==> src/rtl/button_input.sv <==
// Front-panel push-button conditioner: two identical channels that synchronise,
// debounce and turn raw pins into a clean level plus press/release/long-press pulses.

module button_channel #(
  parameter int unsigned DEBOUNCE_CYCLES = 1000000,
  parameter int unsigned LONG_CYCLES     = 50000000,
  parameter bit          ACTIVE_LOW      = 1'b1
) (
  input  logic clk,
  input  logic rst,
  input  logic raw_i,
  output logic level_o,
  output logic press_o,
  output logic release_o,
  output logic long_o
);

  localparam int CNT_W = 27;
  localparam logic [CNT_W-1:0] DEB_MAX  = CNT_W'(DEBOUNCE_CYCLES - 1);
  localparam logic [CNT_W-1:0] LONG_MAX = CNT_W'(LONG_CYCLES - 1);
  localparam logic [CNT_W-1:0] CNT_ONE  = CNT_W'(1);

  typedef enum logic [1:0] {
    RELEASED,
    PRESS_WAIT,
    PRESSED,
    RELEASE_WAIT
  } state_e;

  state_e           state_q;
  logic [CNT_W-1:0] dcnt_q;
  logic [CNT_W-1:0] lcnt_q;
  logic             long_fired_q;
  logic             level_q;
  logic             press_q;
  logic             release_q;
  logic             long_q;
  logic             raw_norm;
  logic             sync1_q;
  logic             s_q;

  // Normalise polarity before synchronising so "0" always means not pressed.
  assign raw_norm = ACTIVE_LOW ? ~raw_i : raw_i;

  always_ff @(posedge clk) begin
    if (rst) begin
      sync1_q <= 1'b0;
      s_q     <= 1'b0;
    end else begin
      sync1_q <= raw_norm;
      s_q     <= sync1_q;
    end
  end

  always_ff @(posedge clk) begin
    if (rst) begin
      state_q      <= RELEASED;
      dcnt_q       <= '0;
      lcnt_q       <= '0;
      long_fired_q <= 1'b0;
      level_q      <= 1'b0;
      press_q      <= 1'b0;
      release_q    <= 1'b0;
      long_q       <= 1'b0;
    end else begin
      press_q   <= 1'b0;
      release_q <= 1'b0;
      long_q    <= 1'b0;

      // Long-press timer runs off the debounced level, so release bounces do not restart it.
      if (level_q && !long_fired_q) begin
        if (lcnt_q == LONG_MAX) begin
          long_q       <= 1'b1;
          long_fired_q <= 1'b1;
        end else begin
          lcnt_q <= lcnt_q + CNT_ONE;
        end
      end

      case (state_q)
        RELEASED: begin
          if (s_q) begin
            state_q <= PRESS_WAIT;
            dcnt_q  <= '0;
          end
        end
        PRESS_WAIT: begin
          if (!s_q) begin
            state_q <= RELEASED;
            dcnt_q  <= '0;
          end else if (dcnt_q == DEB_MAX) begin
            state_q      <= PRESSED;
            dcnt_q       <= '0;
            level_q      <= 1'b1;
            press_q      <= 1'b1;
            lcnt_q       <= '0;
            long_fired_q <= 1'b0;
          end else begin
            dcnt_q <= dcnt_q + CNT_ONE;
          end
        end
        PRESSED: begin
          if (!s_q) begin
            state_q <= RELEASE_WAIT;
            dcnt_q  <= '0;
          end
        end
        RELEASE_WAIT: begin
          if (s_q) begin
            state_q <= PRESSED;
            dcnt_q  <= '0;
          end else if (dcnt_q == DEB_MAX) begin
            state_q   <= RELEASED;
            dcnt_q    <= '0;
            level_q   <= 1'b0;
            release_q <= 1'b1;
            // A release landing on the long-press edge wins over the long pulse.
            long_q    <= 1'b0;
          end else begin
            dcnt_q <= dcnt_q + CNT_ONE;
          end
        end
        default: begin
          state_q <= RELEASED;
          dcnt_q  <= '0;
        end
      endcase
    end
  end

  assign level_o   = level_q;
  assign press_o   = press_q;
  assign release_o = release_q;
  assign long_o    = long_q;

endmodule

module button_input #(
  parameter int unsigned DEBOUNCE_CYCLES = 1000000,
  parameter int unsigned LONG_CYCLES     = 50000000,
  parameter bit          ACTIVE_LOW      = 1'b1
) (
  input  logic clk,
  input  logic rst,
  input  logic btn1_raw,
  input  logic btn2_raw,
  output logic btn1_level,
  output logic btn1_press,
  output logic btn1_release,
  output logic btn1_long,
  output logic btn2_level,
  output logic btn2_press,
  output logic btn2_release,
  output logic btn2_long
);

  button_channel #(
    .DEBOUNCE_CYCLES(DEBOUNCE_CYCLES),
    .LONG_CYCLES    (LONG_CYCLES),
    .ACTIVE_LOW     (ACTIVE_LOW)
  ) u_ch1 (
    .clk      (clk),
    .rst      (rst),
    .raw_i    (btn1_raw),
    .level_o  (btn1_level),
    .press_o  (btn1_press),
    .release_o(btn1_release),
    .long_o   (btn1_long)
  );

  button_channel #(
    .DEBOUNCE_CYCLES(DEBOUNCE_CYCLES),
    .LONG_CYCLES    (LONG_CYCLES),
    .ACTIVE_LOW     (ACTIVE_LOW)
  ) u_ch2 (
    .clk      (clk),
    .rst      (rst),
    .raw_i    (btn2_raw),
    .level_o  (btn2_level),
    .press_o  (btn2_press),
    .release_o(btn2_release),
    .long_o   (btn2_long)
  );

endmodule
==> config.mk <==
export PLATFORM = sky130hd
export DESIGN_NAME = button_input
export DESIGN_NICKNAME = d
export VERILOG_FILES = /design/src/rtl/button_input.sv
export SDC_FILE = /design/constraint.sdc
export NUM_CORES = 1
export LEC_CHECK = 0
export CAP_MARGIN = 40
export CORE_MARGIN = 5
export CORE_UTILIZATION = 26
export DETAILED_ROUTE_END_ITERATION = 10
export PLACE_DENSITY = 0.47
export SLEW_MARGIN = 20
export SYNTH_ARGS = -nofsm -noshare
export SYNTH_HDL_FRONTEND = slang
export SYNTH_HIERARCHICAL = 1
export SYNTH_SLANG_ARGS = --single-unit
==> constraint.sdc <==
create_clock -name clk -period 4.5 [get_ports clk]
set_input_delay 0.9 -clock clk [delete_from_list [all_inputs] [get_ports clk]]
set_output_delay 0.9 -clock clk [all_outputs]
set_load 0.01 [all_outputs]
==> flow_summary.toml <==
[finish]
layout.cells.non_filler = 1078
fillers = 2515
area_growth_pct = 17.56
finalNetCount = 755
diodes = 0
drive_above_1_share_pct = 7.905
fin_area_um2 = 7236

[routing]
vias_per_cell = 4.880
wire_per_inst_um = 13.22
ant_nets = 0
first_pass_iters = 5
vias = 5261
wl_um = 14250
drc = 0
drtIter0Drc = 301

[clocking]
cts-buffers-inserted = 17
hold_buffers = 0
ctsLongestPathBuffers = 2
cts.reportedPaths.clkPinSlew_ns = 0.06
clk_latency_ns = 0.42
h-tree-depth = 4
cts-root-buf = "clkbuf_16"
cts_resized = 0
postCtsSetupBuffers = 0
cts_sinks = 126
cts_tree = "built"

[sta]
relSlewSlack_pct = 44.66
skew_ns = 0.01075
hold_viol_final = 0
setup_violations = 0
finalMaxSlewViolations = 0
tightest_slew_ns = 0.8238
min_period_ns = 2.713
max_freq_ghz = 0.3686
min_period_over_period_pct = 60.29
rsz0062_at_grt = "false"
setup_tns_ns = 0

[floorplan]
chipHeight_um = 163.9
num_rows = 56
core_area_um2 = 23400
die_w_um = 163.9
dieArea_um2 = 26850
ioPinCount = 12
start_util_pct = 26.30

[worst_setup_path]
crit_slowest_cell = "a41o_1"
startpoint_type = "flip-flop"
cp_max_fo = 17
crit_buf_inv = 1
crit_path_end_kind = "flip-flop"
crit_chain = "ha_1 > nand4_1 > nor4_4 > a41o_1 > buf_4 > nand2b_1 > a21oi_1"
cpPeakStageDelay_ns = 0.66
crit_type = "reg2reg"
cp_data_arrival_time_ns = 3.01
required_ns = 4.80
path_delay_family = "simple AND/OR/NAND/NOR gates"

[global_route]
grt_pass1_wl_um = 24690
grt_max_degree = 40
grt.total_usage_pct = 11.21
gr-total-overflow = 0
grt_pass1_vias = 4942
antenna_found_initial = 0

[placed_design]
placed_cell_area_um2 = 6591
place_congestion = 0.7142
placedCellCount = 1047
portBuffers = 11
place.detailed.hpwl_um = 9777

[power]
p_per_area_nw_per_um2 = 374.7
leakage_nw = 2.355
power.total_mw = 2.711
max-vdd-ir-drop_v = 0.0002552

[logic_synthesis]
ys_warn_count = 6
syn_inst = 736
async_flop_share_pct = 0
synth_edf_count = 0
ys_ff_latch = 126
synth_cell_types = 59
syn_nets = 744
syn_area_um2 = 6155
syn_avg_cell_area_um2 = 8.362
synth_seq_area_share_pct = 40.98
synthFlopType = "dfxtp_1"

[worst_hold_path]
hp-class = "reg2reg"

[job]
drv_cap = 0

[outcome]
status = "complete, no violations"
[stage by stage]
stage	util (%)	hold slack, ns	worst slack [ns]
floorplan	-	0.4138	2.526
finish	30.92	0.4357	1.787
global placement	28.05	0.4182	1.438
CTS	30.92	0.4424	1.743
global route	30.92	0.4698	1.495
detailed placement	28.17	0.4294	1.426
[path summary, 6_finish.rpt]
| path | endpoint | depth (start not counted) | slack, ns | from |
|---|---|---|---|---|
| hold / removal | u_ch2/s_q | 1 | 0.44 | u_ch2/sync1_q |
| hold reg to reg | u_ch2/s_q | 1 | 0.44 | u_ch2/sync1_q |
| setup / recovery | u_ch1/lcnt_q[26] | 7 | 1.79 | u_ch1/dcnt_q[0] |
| setup reg to reg | u_ch1/lcnt_q[26] | 7 | 1.79 | u_ch1/dcnt_q[0] |
[cells in the mapped netlist (all sizes together) (7+ instances only)]
cell type	n	area, µm²
dfxtp	126	2522
nand2	71	266.5
nor2	70	262.8
a21oi	56	280.3
nand3	51	255.2
a31oi	39	244.0
nand4	39	244.0
o21ai	33	168.9
xor2	30	262.8
nor3	18	100.1
or3	18	112.6
inv	17	63.81
and3	16	100.1
buf	15	117.6
clkbuf	14	55.05
and4	12	105.1
nor4	12	160.1
xnor2	9	78.83
and2	8	50.05
nand2b	7	43.79
nor2b	7	43.79
nor4b	7	67.56
[cell families after synthesis]
group	share of synthesized area, %
multiplexers	0.9758
AO/OA/AOI/OAI	15.49
buffers and inverters	3.842
XOR/XNOR	5.550
AND/OR/NAND/NOR	32.34
flip-flops	40.98
adder cells (fa/ha/maj)	0.8132
[report_power, final]
group | internal [mW] | switching, mW | leakage [nW]
logic | 0.0239 | 0.0471 | 1.02
registers | 1.12 | 0.00896 | 1.02
clock network | 1.00 | 0.504 | 0.318
[sequential cells by signal (all words and copies together) (netlist names), 27 cells and up, named ones only]
| register | cells |
|---|---|
| u_ch2/lcnt_q | 27 |
| u_ch2/dcnt_q | 27 |
| u_ch1/dcnt_q | 27 |
| u_ch1/lcnt_q | 27 |
[metal layers]
layer / vias up / global-route usage [%] / share of wire, %
met3: 13 / 3.137 / 3.0
met1: 2441 / 15.38 / 52
met5: - / 0 / 0
met4: 0 / 3.507 / 1.2
met2: 59 / 17.08 / 44
li1: 2748 / - / -
[cell type report]
| cell class | count | area (µm²) | share of cell area (%) |
|---|---|---|---|
| flip-flops and latches | 126 | 2522 | 34.86 |
| inverters | 17 | 63.81 | 0.8819 |
| multi-input cells | 564 | 3416 | 47.21 |
| clock inverters | 12 | 191.4 | 2.646 |
| well taps | 319 | 399.1 | 5.516 |
| clock buffers | 19 | 452.9 | 6.260 |
| repair buffers | 21 | 190.2 | 2.628 |
[placed cells by master (no fill, tap or decap), types with 5 or more instances in the layout]
cell type	count
clkdlybuf4s50_1	11
nand2b_1	7
mux2i_1	6
clkbuf_16	17
nor3_1	16
bufinv_16	5
nor2b_1	7
and3_1	16
or3_1	18
and4_1	12
dfxtp_1	126
nor4b_1	6
nand2_1	71
xor2_1	30
a41oi_1	6
a31oi_1	39
xnor2_1	9
nand4_1	39
a21oi_1	56
nor2_1	70
o21ai_0	32
nand3_1	51
buf_4	8
and2_1	8
clkinv_2	5
inv_1	17
No activity file was read; power rests on OpenSTA's default activity.
